## config.mk

```make
export PLATFORM = sky130hd
export DESIGN_NAME = button_gesture_decoder
export DESIGN_NICKNAME = d
export VERILOG_FILES = /design/src/rtl/button_pkg.sv /design/src/rtl/button_gesture_decoder_press_timer.sv /design/src/rtl/button_gesture_decoder.sv
export SDC_FILE = /design/constraint.sdc
export NUM_CORES = 1
export LEC_CHECK = 0
export BUFFER_PORTS_ARGS = -buffer_cell sky130_fd_sc_hd__buf_2
export CAP_MARGIN = 20
export CORE_MARGIN = 4
export CORE_UTILIZATION = 56
export DETAILED_ROUTE_END_ITERATION = 16
export PLACE_DENSITY = 0.77
export SYNTH_ARGS = -nofsm -noshare
export SYNTH_HDL_FRONTEND = slang
export SYNTH_SLANG_ARGS = --single-unit
export TNS_END_PERCENT = 10
```

## constraint.sdc

```tcl
create_clock -name i_Clk -period 5.4 [get_ports i_Clk]
set_input_delay 0.27 -clock i_Clk [delete_from_list [all_inputs] [get_ports i_Clk]]
set_output_delay 0.27 -clock i_Clk [all_outputs]
set_load 0.03 [all_outputs]
```

## src/rtl/button_pkg.sv

```systemverilog
// Shared FSM state encoding, timer width and ms-to-cycle conversion for the gesture decoder.
// Latency: n/a (types and constant functions only).
// Backpressure: n/a.
package button_pkg;

  localparam int TIMER_W = 32;

  typedef enum logic [2:0] {
    IDLE        = 3'd0,
    PRESSED     = 3'd1,
    LONG_HELD   = 3'd2,
    WAIT_SECOND = 3'd3,
    SECOND_HELD = 3'd4
  } state_t;

  // 64-bit intermediate so freq*ms cannot overflow before the divide
  function automatic logic [TIMER_W-1:0] ms_to_cycles(input int unsigned freq_hz,
                                                      input int unsigned ms);
    return TIMER_W'((64'(freq_hz) * 64'(ms)) / 64'd1000);
  endfunction

endpackage

```

## src/rtl/button_gesture_decoder_press_timer.sv

```systemverilog
// Saturating cycle counter with synchronous clear and a terminal-count compare.
// Latency: count updates one cycle after enable; at_limit is combinational on count.
// Backpressure: none; holds at all-ones instead of wrapping.
module press_timer
  import button_pkg::*;
(
  input  logic               i_Clk,
  input  logic               i_Reset,
  input  logic               clear,
  input  logic               enable,
  input  logic [TIMER_W-1:0] limit,
  output logic [TIMER_W-1:0] count,
  output logic               at_limit
);

  always_ff @(posedge i_Clk) begin
    if (i_Reset || clear) begin
      count <= '0;
    end else if (enable && (count != '1)) begin
      count <= count + 1'b1;
    end
  end

  assign at_limit = (count == limit);

endmodule

```

## src/rtl/button_gesture_decoder.sv

```systemverilog
// Turns a debounced button level into press/short/double/long pulses (auto-repeat under BUTTON_REPEAT_EN).
// Latency: all outputs registered; each pulse lands one cycle after the deciding input cycle.
// Backpressure: none; pulses are one cycle wide and must be sampled every cycle.
module button_gesture_decoder
  import button_pkg::*;
#(
  parameter int unsigned CLOCK_FREQ_HZ   = 25_000_000,
  parameter int unsigned LONG_PRESS_MS   = 1000,
  parameter int unsigned DOUBLE_CLICK_MS = 250,
  parameter int unsigned REPEAT_MS       = 200
) (
  input  logic i_Clk,
  input  logic i_Reset,
  input  logic i_Switch,
  output logic o_Press,
  output logic o_Short,
  output logic o_Double,
  output logic o_Long,
  output logic o_Held,
  output logic o_Repeat
);

  // Terminal timer values: the decision is taken on the LIMIT-th cycle spent in a state
  localparam logic [TIMER_W-1:0] LONG_TERM =
    ms_to_cycles(CLOCK_FREQ_HZ, LONG_PRESS_MS) - 32'd1;
  localparam logic [TIMER_W-1:0] DOUBLE_TERM =
    ms_to_cycles(CLOCK_FREQ_HZ, DOUBLE_CLICK_MS) - 32'd1;
  localparam logic [TIMER_W-1:0] REPEAT_TERM =
    ms_to_cycles(CLOCK_FREQ_HZ, REPEAT_MS) - 32'd1;

  state_t state;
  state_t state_next;

  logic r_Prev;
  logic r_Armed;
  logic rise;
  logic fall;

  logic               timer_clear;
  logic               timer_en;
  logic [TIMER_W-1:0] timer_limit;
  logic [TIMER_W-1:0] timer_count;
  logic               timer_at_limit;

  logic short_nxt;
  logic double_nxt;
  logic long_nxt;
`ifdef BUTTON_REPEAT_EN
  logic repeat_nxt;
  logic repeat_reload;
`endif

  // r_Armed blocks a phantom rise when the button is already held as reset releases
  assign rise = i_Switch & ~r_Prev & r_Armed;
  assign fall = ~i_Switch & r_Prev;

  always_ff @(posedge i_Clk) begin
    if (i_Reset) begin
      r_Prev  <= 1'b0;
      r_Armed <= ~i_Switch;
    end else begin
      r_Prev <= i_Switch;
      if (!i_Switch) begin
        r_Armed <= 1'b1;
      end
    end
  end

  always_ff @(posedge i_Clk) begin
    if (i_Reset) begin
      state <= IDLE;
    end else begin
      state <= state_next;
    end
  end

  always_comb begin
    state_next  = state;
    timer_en    = 1'b0;
    timer_limit = LONG_TERM;
    short_nxt   = 1'b0;
    double_nxt  = 1'b0;
    long_nxt    = 1'b0;
`ifdef BUTTON_REPEAT_EN
    repeat_nxt    = 1'b0;
    repeat_reload = 1'b0;
`endif

    case (state)
      IDLE: begin
        if (rise) begin
          state_next = PRESSED;
        end
      end

      PRESSED: begin
        timer_en    = 1'b1;
        timer_limit = LONG_TERM;
        // a release on the threshold cycle still counts as a click
        if (fall) begin
          state_next = WAIT_SECOND;
        end else if (timer_at_limit && i_Switch) begin
          long_nxt   = 1'b1;
          state_next = LONG_HELD;
        end
      end

      LONG_HELD: begin
        timer_limit = REPEAT_TERM;
        if (fall) begin
          state_next = IDLE;
        end
`ifdef BUTTON_REPEAT_EN
        else begin
          timer_en = 1'b1;
          if (timer_at_limit) begin
            repeat_nxt    = 1'b1;
            repeat_reload = 1'b1;
          end
        end
`endif
      end

      WAIT_SECOND: begin
        timer_en    = 1'b1;
        timer_limit = DOUBLE_TERM;
        // window includes the expiry cycle, so a rise there beats the short click
        if (rise && (timer_count <= DOUBLE_TERM)) begin
          double_nxt = 1'b1;
          state_next = SECOND_HELD;
        end else if (timer_at_limit) begin
          short_nxt  = 1'b1;
          state_next = IDLE;
        end
      end

      SECOND_HELD: begin
        if (fall) begin
          state_next = IDLE;
        end
      end

      default: begin
        state_next = IDLE;
      end
    endcase
  end

`ifdef BUTTON_REPEAT_EN
  assign timer_clear = (state_next != state) | repeat_reload;
`else
  assign timer_clear = (state_next != state);
`endif

  press_timer u_press_timer (
    .i_Clk    (i_Clk),
    .i_Reset  (i_Reset),
    .clear    (timer_clear),
    .enable   (timer_en),
    .limit    (timer_limit),
    .count    (timer_count),
    .at_limit (timer_at_limit)
  );

  always_ff @(posedge i_Clk) begin
    if (i_Reset) begin
      o_Press  <= 1'b0;
      o_Short  <= 1'b0;
      o_Double <= 1'b0;
      o_Long   <= 1'b0;
      o_Held   <= 1'b0;
    end else begin
      o_Press  <= rise;
      o_Short  <= short_nxt;
      o_Double <= double_nxt;
      o_Long   <= long_nxt;
      o_Held   <= i_Switch;
    end
  end

`ifdef BUTTON_REPEAT_EN
  always_ff @(posedge i_Clk) begin
    if (i_Reset) begin
      o_Repeat <= 1'b0;
    end else begin
      o_Repeat <= repeat_nxt;
    end
  end
`else
  assign o_Repeat = 1'b0;
`endif

endmodule

```

==> Word level (Yosys, flattened, before mapping) <==
Index checks and enable logic that the tools add are counted.
{ "totals": {"register_bits": 41, "input_bits": 3, "elab_cells": 49} }
{ "classes": {"add_sub_neg": 1, "n_lt_le_gt_ge": 1, "n_eq_ne": 8, "n_mux": 14, "n_bitwise": 7, "reduce_logical": 10} }
{ "op_table": {"columns": ["op", "count"], "rows": [
  ["$pmux 25 s2", 1],
  ["$add 32x1->32 const B", 1],
  ["$eq 32x25->1", 1],
  ["$le 32x23->1 const B", 1],
  ["$ne 32x32->1 const B", 1],
  ["$mux 3", 6],
  ["$pmux 3 s4", 1],
  ["$eq 3x2->1 const B", 2],
  ["$mux 1", 6],
  ["$reduce_or 2->1", 3],
  ["$reduce_or 3->1", 2],
  ["$not 1->1", 4],
  ["$and 1x1->1", 3],
  ["$eq 3x1->1 const B", 1],
  ["$eq 3x3->1 const B", 1],
  ["$logic_and 1x1->1", 3],
  ["$logic_not 3->1", 1],
  ["$ne 3x3->1", 1],
  ["$ne 2x2->1 const B", 1],
  ["$logic_or 1x1->1", 1]
]} }

==> Longest topological paths before layout <==
Gate-level depths: netlist of the first run.
{ "logic_depth": {"depth_word": 9, "depth_mapped": 9} }

==> Cells and area by module <==
Synthesis of the first run repeated with hierarchy kept, for this count alone.
{ "unflattened": {"hier_cells": 334, "hier_area_um2": 2706.3} }
{ "by_module_without_submodules": {"columns": ["module", "n_inst", "cells_per_inst", "area_per_inst_um2", "seq_area_each_um2"], "rows": [
  ["press_timer", 1, 248, 2055.7, 640.6],
  ["button_gesture_decoder", 1, 86, 650.6, 190.2]
]} }

==> Worst setup path before layout of the first run <==
OpenSTA, ideal clock, no wires.
{ "synth_timing": {"path_kind": "register to register", "start": "register state[0]", "end": "register u_press_timer.count[0]", "arrival_time_ns": 2.271, "required_time_ns": 5.255, "setup_slack_ns": 2.984, "stages_incl_launch_ff": 9, "n_path_buf": 2, "path_cell_list": "dfxtp_1 buf_6 or3b_1 a211oi_2 o2111ai_2 or4_4 a31oi_4 buf_6 nor4_1"} }
{ "synth_between": {"elab_chain_len": 9, "word_cells_on_any_way": 21} }
{ "synth_rtl": {"columns": ["item", "line", "text"], "rows": [
  ["from (decl)", "button_gesture_decoder.sv:31", "state_t state;"],
  ["from (signal assigned)", "button_gesture_decoder.sv:73", "state <= state_next;"],
  ["$eq 3x2->1", "button_gesture_decoder.sv:89", "case (state)"],
  ["$pmux 25 s2", "button_gesture_decoder.sv:89", null],
  ["$eq 32x25->1", "button_gesture_decoder_press_timer.sv:24", "assign at_limit = (count == limit);"],
  ["$logic_and 1x1->1", "button_gesture_decoder.sv:102", "end else if (timer_at_limit && i_Switch) begin"],
  ["$mux 3", "button_gesture_decoder.sv:102", null],
  ["$mux 3", "button_gesture_decoder.sv:100", "if (fall) begin"],
  ["$pmux 3 s4", "button_gesture_decoder.sv:89", null],
  ["$ne 3x3->1", "button_gesture_decoder.sv:152", "assign timer_clear = (state_next != state);"],
  ["$logic_or 1x1->1", "button_gesture_decoder_press_timer.sv:17", "if (i_Reset || clear) begin"],
  ["to (signal assigned)", "button_gesture_decoder_press_timer.sv:20", "count <= count + 1'b1;"],
  ["to (decl)", "button_gesture_decoder_press_timer.sv:12", "output logic [TIMER_W-1:0] count,"]
]} }
Parallel ways exist; a longest one is shown, timed or not.
A chain may end at the register's enable or synchronous reset.

==> Worst setup path after layout of the first run <==
{ "layout_timing": {"start": "register state[0]", "end": "register u_press_timer.count[6]"} }
Same word-level chain as after synthesis.

==> implementation parameters, run 1 <==
Parameter                              Value

Clock tree
  Total setup buffers inserted after CTS    0
  Number of instances resized during post-cts repair    0
  Clk_lat worst skew    0.30 ns
  Buffer depth of the longest clock path    2
  CTS sink count    41
  Cts bufs inserted    5
  CTS Root Cell    clkbuf_8
  CTS Hold Buffers Added    0
  # H-tree levels    2
  Clock-pin slew on the worst setup and hold paths    0.07 ns
  Clock tree from TritonCTS    yes

Setup path
  Worst reg-to-reg setup slack    2.27 ns
  CP endpoint kind    flop
  Arrival @ worst endpoint    3.27 ns
  Crit path required time    5.54 ns
  Launching element of the worst setup path    state[0]
  Category of the worst setup path launch point    flop
  Worst Setup Path Type    flop to flop
  CP max FO    32
  Launch point of the worst reg-to-reg path    state[0]

Worst hold path
  Type of the worst min-delay path    input port to flop
  Startpoint of the lowest-slack hold path    i_Switch

Placed design
  Weighted congestion reported at the end of routability-driven placement    0.912
  Port Buffer Count    7
  Placed wire-length estimate    3.70 mm

Route
  Number of vias per cell after detailed routing    6.23
  Number of vias after detailed routing    2076
  Violation count after the first detailed-route iteration    190
  Post-route antenna net violation count    0
  Residual DRC count    0
  Avg WL per Cell    15.8 µm
  Routed WL    5.26 mm
  Detailed-router iteration count before antenna repair    5

Synthesis
  Most repeated cell in the gate-level netlist after synthesis    dfxtp_1
  Post-synthesis mux area share    0.819%
  Post-synthesis share of cell area spent on xor and xnor gates    11.1%
  Synth Warn #    0
  Post-synth EDFFs    1
  Most frequent cells after synthesis    dfxtp_1 (40), nor2_1 (29), nor4_1 (22), xnor2_1 (22)
  Ys flop type    dfxtp_1
  Share of flip-flops with an asynchronous set or reset after synthesis    0%
  Simple-gate share of the synthesized area    36.5%
  Top area cells in the synthesized netlist    dfxtp_1 (33%), xnor2_1 (7.9%), nor4_1 (5.6%)
  Fraction of the mapped netlist area in adder cells    0.512%
  Synth Net Count    291
  Mapped Cells    287
  Share of the synthesized area in the top cell type    32.8%
  Average size of a mapped cell    8.52 µm²
  Combinational family with the most area after synthesis    simple AND/OR/NAND/NOR gates
  Post-synth cell types    56
  Synthesized-area fraction occupied by ao, oa, aoi and oai cells    9.93%
  Post-synthesis register bit count    41
  Area of the mapped netlist    0.00244 mm²
  Biggest area consumer among synthesized cells    dfxtp_1
  Share of synthesized area occupied by flip-flops and latches    between 30 and 40%

STA
  Unrepaired setup endpoints after global routing    no
  Clock Skews    0.00284 ns
  Share of the cycle needed by the critical path after routing    roughly 58%
  Max-slew violations    0
  Smallest hold slack    0.264 ns
  Tmin final    about 3.1 ns
  Worst slew margin    37.5%
  Transition time of the tightest slew-check pin    0.938 ns
  Highest attainable clock frequency    approximately 0.32 GHz
  Final total negative setup slack    0 ns
  Final hold violation count    0
  Number of failing setup endpoints in the final timing report    0

Pwr
  Power density normalized to cell area    around 220 mW/mm²
  Leakage    0.749 nW
  Maximum resistive drop on vdd    0.140 mV

Floorplan
  Initial core utilization    59.4%
  Width of the die    74.1 µm
  Total Die Area    approximately 0.0055 mm²
  Die Span Y    74.1 µm
  Ports    9
  Row count    23
  Core outline area    roughly 0.004 mm²

GRT
  Number of global-route vias before repair    2050
  Wire length of the first global-routing pass    9.54 mm
  Overall routing resource usage    ~22%
  Number of antenna violations at the first check in global routing    0
  Maximum number of pins on one net before global-route repair    33
  GR Overflow Total    0

Cells and area
  Share of layout cells above drive strength 1    a little under an eighth
  Net count of the finished layout    287
  Count of antenna diodes in the layout    0
  Area overhead of the layout relative to synthesis    2.35%

Outcome
  Run status    complete, no violations

Job
  Number of max-cap violations    0
logic make-up (layout without fill, tap and decap cells):
group                      after synthesis  count (layout)
muxes                                    2               2
other                                    1               1
and+or+nand+nor                        155             155
xor gates and xnor gates                31              31
AOI/OAI and AO/OA                       27              27
adders and majority gates                1               1
buffers and inverters                   29              25
DFF                                     41              41
state kept, by name (all words and copies together), names as in the netlist:
name and count:
o_Double 1, o_Held 1, o_Long 1, o_Press 1, o_Short 1, r_Armed 1
state 3, u_press_timer.count 32
per-layer routing:
metal	wire length, µm	track usage (%)	vias up
li1	-	-	1033
met1	2440	28.8	982
met2	2450	35.1	54
met3	287	5.54	7
met4	85	9.66	0
met5	0	0	-
stage by stage:
step                      worst slack [ns]  utilization (%)  area, µm²  instances  power, mW
after floorplan                       2.98                -       2440        287      0.354
after global placement                2.38             58.7       2420        326      0.356
after detailed placement              2.30             58.7       2420        326      0.356
after CTS                             2.29             60.8       2500        333      0.559
after global routing                  2.04             60.8       2500        333      0.572
final                                 2.27             60.8       2500        333      0.552
worst max-delay path: stages (launching register included):
cell	delay (ns)
dfxtp_1	0.51
inv_1	0.20
o311ai_0	0.40
o2111ai_2	0.26
or4_4	0.64
a31oi_4	0.80
nor4_1	0.15
placed cells by master (no fill, tap or decap), types with 2 or more instances in the layout:
cell,n
nand4_1,17
or2_2,2
buf_2,7
nand2_1,15
nor4_1,22
and3_1,7
a211oi_1,3
nor3_1,17
xor2_1,9
nor2_2,5
or4_1,2
clkbuf_8,6
nand4b_1,2
nor4_2,2
mux2i_1,2
dfxtp_1,40
nand3b_1,5
nand3_1,9
a311oi_1,3
inv_1,10
or3_1,3
o21a_1,2
o21ai_0,3
nor2_1,29
xnor2_1,22
a21oi_1,5
nand2b_1,5
nor4bb_1,2
worst paths after layout:
kind / endpoint / cells after the start
hold / removal: r_Armed / 2
setup / recovery: u_press_timer.count[6] / 6
setup reg to reg: u_press_timer.count[6] / 6
hold reg to reg: u_press_timer.count[7] / 2
layout make-up:
class | instances | area, µm²
Timing Repair Buffer | 8 | 42.5
Multi-Input combinational cell | 217 | 1440
Fill cell | 394 | 1610
Inverter | 10 | 37.5
Sequential cell | 41 | 831
Tap cell | 50 | 62.6
Clock buffer | 7 | 86.3
power breakdown:
| part | internal (mW) | switching [mW] | total, mW |
|---|---|---|---|
| Clock | 0.101 | 0.101 | 0.202 |
| Combinational | 0.0119 | 0.0268 | 0.0387 |
| Sequential | 0.307 | 0.00417 | 0.311 |
(Power assumes the default switching activity.)
==> inputs of run 2 (changes only) <==
Settings changed: CORE_UTILIZATION 56 to 55, PLACE_DENSITY 0.77 to 0.79.
Clock period 5.4 ns to 2.55 ns, I/O delays scaled along.
==> implementation parameters, run 2 (synthesized netlist as in run 1, its figures left out) <==
Parameter                              Value

Pwr
  Sequential share of power    50.1% (was 56.4%)
  Internal Pwr Total    1.01 mW (was 420 µW)
  Clock share of power    41.7% (was 36.6%)
  Leakage    0.846 nW (was 0.749 nW)
  Post-layout total power    1.31 mW (was 552 µW)
  Power density normalized to cell area    488 mW/mm² (was 220 mW/mm²)
  Proportion of total power due to net switching    22.9% (was 23.9%)
  Maximum resistive drop on vdd    0.291 mV (was 0.140 mV)
  Sw power    299 µW (was 132 µW)
  Part of the total power dissipated in combinational logic    8.2% (was 7.0%)

GRT
  Number of global-route vias before repair    1966 (was 2050)
  Maximum number of pins on one net before global-route repair    33 (unchanged)
  Routing usage on met1    30.5% (was 28.8%)
  Overall routing resource usage    22.2% (was 22.3%)
  Global routing met3 resource utilization    3.74% (was 5.54%)
  GR Overflow Total    0 (unchanged)
  GRT busiest layer    met2 (unchanged)
  Number of antenna violations at the first check in global routing    0 (unchanged)
  Met2 Track Usage GR    35.7% (was 35.1%)
  Wire length of the first global-routing pass    9.47 mm (was 9.54 mm)

Route
  Residual DRC count    0 (unchanged)
  Number of vias per cell after detailed routing    6.10 (was 6.23)
  Routed WL    5.71 mm (was 5.26 mm)
  Avg WL per Cell    16.4 µm (was 15.8 µm)
  Violation count after the first detailed-route iteration    116 (was 190)
  Post-route antenna net violation count    0 (unchanged)
  Number of vias after detailed routing    2115 (was 2076)
  Detailed-router iteration count before antenna repair    7 (was 5)

Cells and area
  Max FFs per register    32 (unchanged)
  Count of antenna diodes in the layout    0 (unchanged)
  Biggest regs    u_press_timer.count: 32 flops, state: 3 flops (unchanged)
  Area overhead of the layout relative to synthesis    9.67% (was 2.35%)
  Net count of the finished layout    300 (was 287)
  Commonest cells after routing, fill and taps aside    dfxtp_1 (40), nor2_1 (29), nor4_1 (22), xnor2_1 (22) (unchanged)
  Register containing the most flip-flops in the final layout    u_press_timer.count (unchanged)
  Share of layout cells above drive strength 1    16.2% (was 11.3%)
  Design Area, Final    0.00268 mm² (was 0.00250 mm²)
  Most frequent standard cell in the layout excluding fill and tap cells    dfxtp_1 (unchanged)

Clock tree
  Clock-pin slew on the worst setup and hold paths    0.08 ns (was 0.07 ns)
  # H-tree levels    2 (unchanged)
  Clk_lat worst skew    0.29 ns (was 0.30 ns)
  CTS sink count    41 (unchanged)
  Buffer depth of the longest clock path    2 (unchanged)
  Cts bufs inserted    5 (unchanged)
  CTS Hold Buffers Added    0 (unchanged)
  Total setup buffers inserted after CTS    0 (unchanged)
  CTS Root Cell    clkbuf_8 (unchanged)
  Clock tree from TritonCTS    yes (unchanged)

Placed design
  Placed wire-length estimate    4.00 mm (was 3.70 mm)
  Port Buffer Count    7 (unchanged)
  Weighted congestion reported at the end of routability-driven placement    0.916 (was 0.912)
  Minimum setup slack after placement    0.0888 ns (was 2.30 ns)
  Area of placed instances    0.00253 mm² (was 0.00242 mm²)

STA
  Share of the cycle needed by the critical path after routing    95.9% (was 57.9%)
  Transition time of the tightest slew-check pin    0.496 ns (was 0.938 ns)
  Worst slew margin    66.7% (was 37.5%)
  Number of failing setup endpoints in the final timing report    0 (unchanged)
  Crit path setup slack, layout    0.104 ns (was 2.27 ns)
  Final total negative setup slack    0 ns (unchanged)
  Unrepaired setup endpoints after global routing    no (unchanged)
  Tmin final    2.45 ns (was 3.13 ns)
  Highest attainable clock frequency    0.409 GHz (was 0.320 GHz)
  Smallest hold slack    0.120 ns (was 0.264 ns)
  Max-slew violations    0 (unchanged)
  Final hold violation count    0 (unchanged)
  Clock Skews    0.00579 ns (was 0.00284 ns)

Setup path
  Worst Setup Path Type    flop to flop (unchanged)
  Crit path required time    2.73 ns (was 5.54 ns)
  CP endpoint kind    flop (unchanged)
  Category of the worst setup path launch point    flop (unchanged)
  Arrival @ worst endpoint    2.63 ns (was 3.27 ns)
  CP max FO    16 (was 32)

Floorplan
  Initial core utilization    59.0% (was 59.4%)
  Total Die Area    0.00558 mm² (was 0.00549 mm²)
  Ports    9 (unchanged)
  Core outline area    0.00414 mm² (was 0.00412 mm²)
  Die Span Y    74.7 µm (was 74.1 µm)
  Width of the die    74.7 µm (was 74.1 µm)
  Row count    23 (unchanged)

Worst hold path
  Type of the worst min-delay path    input port to flop (unchanged)

Job
  Number of max-cap violations    0 (unchanged)

Outcome
  Run status    complete, no violations (unchanged)
run 2: final timing paths:
| kind | start | to | slack, ns | cells after the start |
|---|---|---|---|---|
| max | state[2] | u_press_timer.count[21] | 0.10 | 7 |
| min | i_Reset | state[0] | 0.12 | 2 |
| max reg2reg | state[2] | u_press_timer.count[21] | 0.10 | 7 |
| min reg2reg | u_press_timer.count[7] | u_press_timer.count[7] | 0.57 | 2 |
run 2: layout make-up:
cell class	instances	area, µm²
Timing Repair Buffer	21	183
Clock inverter	1	30.0
Fill cell	362	1460
Tap cell	50	62.6
Multi-Input combinational cell	217	1450
Inverter	10	37.5
Clock buffer	7	86.3
Sequential cell	41	831
run 2: critical path, stage by stage (launching register included):
cell and delay [ns]:
dfxtp_1 0.36, or3b_1 0.40, a211oi_2 0.24, o2111ai_2 0.16, or4_4 0.61, a31oi_4 0.25
clkbuf_16 0.24, nor4_1 0.06
run 2: timing repair:
item | CTS | global route
resized for setup | 0 | 3
setup endpoints to repair | 0 | 32
endpoints found under the hold margin | 0 | 0
run 2: per-layer routing:
| metal | wire length, µm | vias to the layer above |
|---|---|---|
| met3 | 323 | 10 |
| met2 | 2640 | 69 |
| li1 | - | 1061 |
| met5 | 0 | - |
| met1 | 2650 | 975 |
| met4 | 90 | 0 |
run 2: power by group through the flow:
stage          Clock [mW]  Combinational [mW]  Sequential (mW)
4_1_cts             0.551              0.0965            0.656
5_1_grt             0.583               0.116            0.657
3_3_place_gp            0              0.0938            0.671
3_5_place_dp            0              0.0962            0.671
2_1_floorplan           0              0.0786            0.672
6_report            0.546               0.107            0.656
run 2: stage by stage:
stage / std cells / utilization [%]
floorplan: 287 / -
global placement: 338 / 61.1
detailed placement: 338 / 61.1
CTS: 346 / 63.9
global route: 347 / 64.7
finish: 347 / 64.7
